## src/rtl/token_fifo.sv

```systemverilog
// First-word-fall-through valid/ready token FIFO between a producer and the datapath.
// Optional high-water-mark output when TOKEN_FIFO_PEAK_EN is defined.
module token_fifo #(
  parameter int unsigned WIDTH = 4,
  parameter int unsigned DEPTH = 4
) (
  input  logic                     clock,
  input  logic                     reset,
  input  logic                     clear,
  input  logic [WIDTH-1:0]         in_data,
  input  logic                     in_valid,
  output logic                     in_ready,
  output logic [WIDTH-1:0]         out_data,
  output logic                     out_valid,
  input  logic                     out_ready,
  output logic [$clog2(DEPTH):0]   count
`ifdef TOKEN_FIFO_PEAK_EN
  ,
  output logic [$clog2(DEPTH):0]   peak
`endif
);

  localparam int unsigned AW = $clog2(DEPTH);
  localparam int unsigned CW = AW + 1;

  logic [WIDTH-1:0] mem_q [DEPTH];
  logic [AW-1:0]    wp_q, wp_d;
  logic [AW-1:0]    rp_q, rp_d;
  logic [CW-1:0]    cnt_q, cnt_d;
  logic             push, pop, flush;

  // Handshake flags decode registered occupancy only.
  assign in_ready  = (cnt_q != CW'(DEPTH));
  assign out_valid = (cnt_q != CW'(0));
  assign count     = cnt_q;
  assign out_data  = out_valid ? mem_q[rp_q] : WIDTH'(0);

  assign flush = reset | clear;
  assign push  = in_valid & in_ready;
  assign pop   = out_valid & out_ready;

  always_comb begin
    wp_d  = wp_q;
    rp_d  = rp_q;
    cnt_d = cnt_q;
    if (clear) begin
      wp_d  = AW'(0);
      rp_d  = AW'(0);
      cnt_d = CW'(0);
    end else begin
      if (push) wp_d = wp_q + AW'(1);
      if (pop)  rp_d = rp_q + AW'(1);
      if (push && !pop)      cnt_d = cnt_q + CW'(1);
      else if (pop && !push) cnt_d = cnt_q - CW'(1);
    end
  end

  always_ff @(posedge clock) begin
    if (reset) begin
      wp_q  <= AW'(0);
      rp_q  <= AW'(0);
      cnt_q <= CW'(0);
    end else begin
      wp_q  <= wp_d;
      rp_q  <= rp_d;
      cnt_q <= cnt_d;
    end
  end

  // Storage is intentionally not reset; flushed pointers make stale entries unreachable.
  always_ff @(posedge clock) begin
    if (push && !flush) mem_q[wp_q] <= in_data;
  end

`ifdef TOKEN_FIFO_PEAK_EN
  logic [CW-1:0] peak_q, peak_d;

  always_comb begin
    peak_d = peak_q;
    if (clear)                peak_d = CW'(0);
    else if (cnt_d > peak_q)  peak_d = cnt_d;
  end

  always_ff @(posedge clock) begin
    if (reset) peak_q <= CW'(0);
    else       peak_q <= peak_d;
  end

  assign peak = peak_q;
`endif

endmodule

```

## config.mk

```make
export PLATFORM = sky130hd
export DESIGN_NAME = token_fifo
export DESIGN_NICKNAME = d
export VERILOG_FILES = /design/src/rtl/token_fifo.sv
export SDC_FILE = /design/constraint.sdc
export NUM_CORES = 1
export LEC_CHECK = 0
export CAP_MARGIN = 20
export CORE_ASPECT_RATIO = 1.1
export CORE_MARGIN = 5
export CORE_UTILIZATION = 46
export DETAILED_ROUTE_END_ITERATION = 10
export GPL_TIMING_DRIVEN = 0
export PLACE_DENSITY = 0.82
export SKIP_LAST_GASP = 1
export SYNTH_ARGS = -nofsm -noshare
export SYNTH_HDL_FRONTEND = slang
export SYNTH_SLANG_ARGS = --single-unit
```

## constraint.sdc

```tcl
create_clock -name clock -period 2 [get_ports clock]
set_input_delay 0.4 -clock clock [delete_from_list [all_inputs] [get_ports clock]]
set_output_delay 0.4 -clock clock [all_outputs]
set_load 0.01 [all_outputs]
```

# Word level (Yosys, flattened, before mapping)
# Memories as Yosys holds them, arrays and structs flattened. A register that Yosys moved wholly into a read port is not among the register bits.
# Cells that the tools add are included.
# word_totals
regBits	7
ramBits	16
in_bits	9
out_inout_bits	9
wordCells	28
memories	1
# op_classes
addsub	4
n_eq_ne	1
muxes	7
bitwise	3
n_reduce_logical	9
# memory_table
memory	depth	width	rd	rd_ports_with_merged_regs	wr	line	text
mem_q	4	4	1	1	1	26	logic [WIDTH-1:0] mem_q [DEPTH];
# op_table
cell	n
$mux W3	2
$add A2 B1 Y2 const B	2
$mux W2	2
$mux W4	1
$add A3 B1 Y3 const B	1
$logic_and A1 B1 Y1	3
$logic_not A1 Y1	3
$ne A3 B3 Y1 const B	1
$reduce_bool A3 Y1	1
$sub A3 B1 Y3 const B	1
$and A1 B1 Y1	2
$mux W1	2
$reduce_bool A2 Y1	1
$reduce_or A2 Y1	1
$or A1 B1 Y1	1

# Depth between registers and ports, before layout
# depth
depth_word	6
ltp_mapped	9
ltp_nobuf	8

# Worst setup path before layout
# Ideal clock, no wire load.
# synth_timing
path_type	reg-to-reg
startpoint	register cnt_q[0] (netlist: count[0])
endpoint	register cnt_q[2] (netlist: count[2])
setup_time_ps	70
arrival_ps	2163
required_ps	1930
setup_slack_ps	-233
path_stages_with_launch	10
n_path_buf	1
synth_period_minus_slack_ps	2233
path_cell_list	dfxtp_1 or3b_4 and2_4 buf_6 ha_1 inv_1 fa_1 xor2_1 or3_2 a21oi_1
# synth_between
elab_chain_len	5
word_cells_on_any_way	13
classes_between	add/sub: 2; eq/ne: 1; mux: 2; bitwise: 2; reduce/logical: 6
# synth_lines
item	line	text
start, declared	29	logic [CW-1:0] cnt_q, cnt_d;
start signal, assigned	66	cnt_q <= cnt_d;
$ne A3 B3 Y1 *	33	assign in_ready = (cnt_q != CW'(DEPTH));
net in_ready	12	output logic in_ready,
$and A1 B1 Y1 *	39	assign push = in_valid & in_ready;
net push	30	logic push, pop, flush;
$logic_not A1 Y1	54	else if (pop && !push) cnt_d = cnt_q - CW'(1);
$logic_and A1 B1 Y1	54	
$reduce_bool A2 Y1 (no line)	-	
# Mark *: on every way through the listed nets, which the timed path passes. The rest lies on a longest branch. The select of a mux whose other input is x is not followed.
# A chain may end at the register's enable or synchronous reset.

# Worst setup path in the final report
# layout_timing
startpoint	register cnt_q[2] (netlist: count[2])
endpoint	output out_valid
# layout_between
elab_chain_len	1
# layout_lines
item	line	text
$reduce_bool A3 Y1	34	assign out_valid = (cnt_q != CW'(0));
end, declared	14	output logic out_valid,
# No other way between the ends.

==> flow_summary_export.csv <==
group,metric,value,unit
sta,final.setup.tns,0,ps
floorplanning,die_w,56.3,um
sta,slew_headroom,0.752,
placement,dpl_cell_area,0.00132,mm2
synth,ys.flop_type,"edfxtp_1",
sta,worstMarginPinSlew,372,ps
synth,ys_async_sr_fraction,0,
floorplanning,die_y,60.9,um
clock_tree,cts_tree,"done",
final_layout,area_growth,31.9,%
placement,port_buffers,17,
sta,fin_ws,56.2,ps
sta,final_hold_viol_count,0,
placement,dpl.hpwl,1.32,mm
run,cap_violations,0,
global_route,grt_antenna_before_repair,0,
synth,synth-seq-area-share,0.610,
clock_tree,clkTransAtPathRegs,130,ps
sta,clock.fmax,0.514,GHz
final_layout,n_fill_cell,167,
setup_path,cp_max_fo,3,
power,power_leakage,0.528,nW
global_route,grt.total_usage,0.134,
power,pwr_density_cell,739,mW/mm2
floorplanning,start_util,0.481,
setup_path,r2r_setup_slack,70,ps
setup_path,reg2reg_to,"count[2]",
synth,synth-seq-cells,25,
setup_path,startpoint_type,"flop",
floorplanning,rows,18,
setup_path,r2r_start,"count[2]",
detailed_routing,detail_route.wirelength,1.95,mm
detailed_routing,num_vias,695,
power,ir_drop,434,uV
clock_tree,clkLatencyLatePin,320,ps
detailed_routing,avgViaCountPerCell,5.19,
outcome,run_status,"finished, final reports clean",
placement,gp_congestion,0.688,
final_layout,drive_gt1_frac,0.375,
floorplanning,ioPinCount,18,
worst_hold_path,holdPathStages,2,
sta,setup_viol,0,
setup_path,end_kind,"primary output",
placement,placedCellCount,122,
detailed_routing,firstDrtPassIters,4,
final_layout,nets,120,
global_route,grt_pass1_wl,3.36,mm
synth,avgSynthCellArea,14.4,um2
floorplanning,dieArea,0.00342,mm2
placement,pre_cts_slack,-444,ps
global_route,grt_max_degree,15,
sta,min_period,1940,ps
detailed_routing,drc,0,
detailed_routing,ant_nets,0,
final_layout,num_antenna_cells,0,
final_layout,final_cells,134,
clock_tree,cts-root-buf,"clkbuf_4",
final_layout,final_core_util,0.634,
synth,synth_fp_nets,90,
final_layout,final_common_cell,"edfxtp_1",
setup_path,critPathArrivalTime,1540,ps
synth,yosysWarningCount,0,
clock_tree,cts_sinks,25,
sta,fin_skew,10.4,ps
floorplanning,core,0.00225,mm2
sta,slew_violations,0,
final_layout,final_cell_mix,"16 x edfxtp_1, 12 x clkdlybuf4s50_1, 8 x buf_4",
synth,yosysUniqueCellTypes,27,
worst_hold_path,hp-start,"wp_q[0]",
detailed_routing,wl_per_cell,14.5,um
worst_hold_path,min_path_type,"reg2reg",
detailed_routing,dr.first_iter.drc_count,15,
sta,holdWs,506,ps
power,p_total,1.06,mW
setup_path,crit_required,1600,ps
sta,rsz0062_at_grt,"true",
setup_path,crit_type,"reg2out",
worst_hold_path,holdPathEnd,"wp_q[0]",
final_layout,design_area,0.00143,mm2
sta,finalCritPeriodShare,0.972,
synth,syn_area,0.00108,mm2
clock_tree,numCtsBuffers,3,
clock_tree,h-tree-depth,1,
setup_path,reg2reg_depth,8,
synth,synth_edf_count,16,
global_route,gr-total-overflow,0,
global_route,grt_pass1_vias,727,
clock_tree,cts_buffer_depth,2,
synth,synthCells,75,
timing repair:
action	in CTS	in global routing
resized for setup	22	1
hold buffers	0	0
buffers inserted	4	5
pin swaps	3	2
setup endpoints to repair	7	6
state kept, by name (all words and copies together), names as in the netlist, named ones only:
register / count
count: 3
wp_q: 2
rp_q: 2
mem_q: 16
cell usage after synthesis, drive strengths merged (2+ instances only):
cell | instances | area share
a21oi | 2 | 0.0092
and3 | 4 | 0.027
dfxtp | 9 | 0.17
edfxtp | 16 | 0.44
ha | 5 | 0.058
inv | 4 | 0.014
mux4 | 4 | 0.083
nand2 | 2 | 0.0069
nand4 | 2 | 0.012
nor2 | 5 | 0.017
nor2b | 4 | 0.023
o21ai | 3 | 0.014
o31ai | 2 | 0.018
or3 | 2 | 0.013
xor2 | 3 | 0.024
area by class of cell:
cell class,instances,area (um2),area share
flip-flops and latches,25,676,0.473
inverters,4,15.0,0.0105
repair buffers,26,229,0.160
multi-input cells,44,439,0.308
clock buffers,3,22.5,0.0158
clock inverters,1,5.00,0.00351
plain buffers,1,3.75,0.00263
well taps,30,37.5,0.0263
how the worst max path moves through the flow:
stage	cells past startpoint	slack, ps	from	to
after floorplan	9	-40	count[2]	count[2]
after global placement	9	-390	in_valid	count[2]
after detailed placement	9	-440	in_valid	count[2]
after CTS	3	-40	flop	out_data[2]
after global routing	4	-30	count[2]	out_valid
final	4	60	count[2]	out_valid
logic make-up (layout without fill, tap and decap cells):
| group | count (synthesis) | in the layout | synth area share |
|---|---|---|---|
| compound gates | 7 | 7 | 0.0416 |
| mux | 5 | 5 | 0.0925 |
| fa+ha+maj | 6 | 6 | 0.0763 |
| flops | 25 | 25 | 0.610 |
| xor+xnor | 3 | 3 | 0.0243 |
| buf+inv | 6 | 35 | 0.0277 |
| simple gates | 23 | 23 | 0.127 |
per-layer routing:
layer / track usage / share of wire / wire [um] / up-vias
met3: 0.0362 / 0.046 / 90 / 4
li1: - / - / - / 333
met5: 0 / 0 / 0 / -
met2: 0.255 / 0.53 / 1040 / 14
met1: 0.135 / 0.40 / 775 / 344
met4: 0.0712 / 0.021 / 40 / 0
power by group:
group	internal [mW]	total, mW	switching, mW
combinational	0.147	0.253	0.106
clock	0.0750	0.218	0.143
sequential	0.564	0.585	0.0210
critical path, stage by stage (launching register included):
cell	delay, ps
dfxtp_4	390
buf_12	120
nor3_4	190
inv_1	50
clkdlybuf4s50_1	470
(Power assumes the default switching activity.)
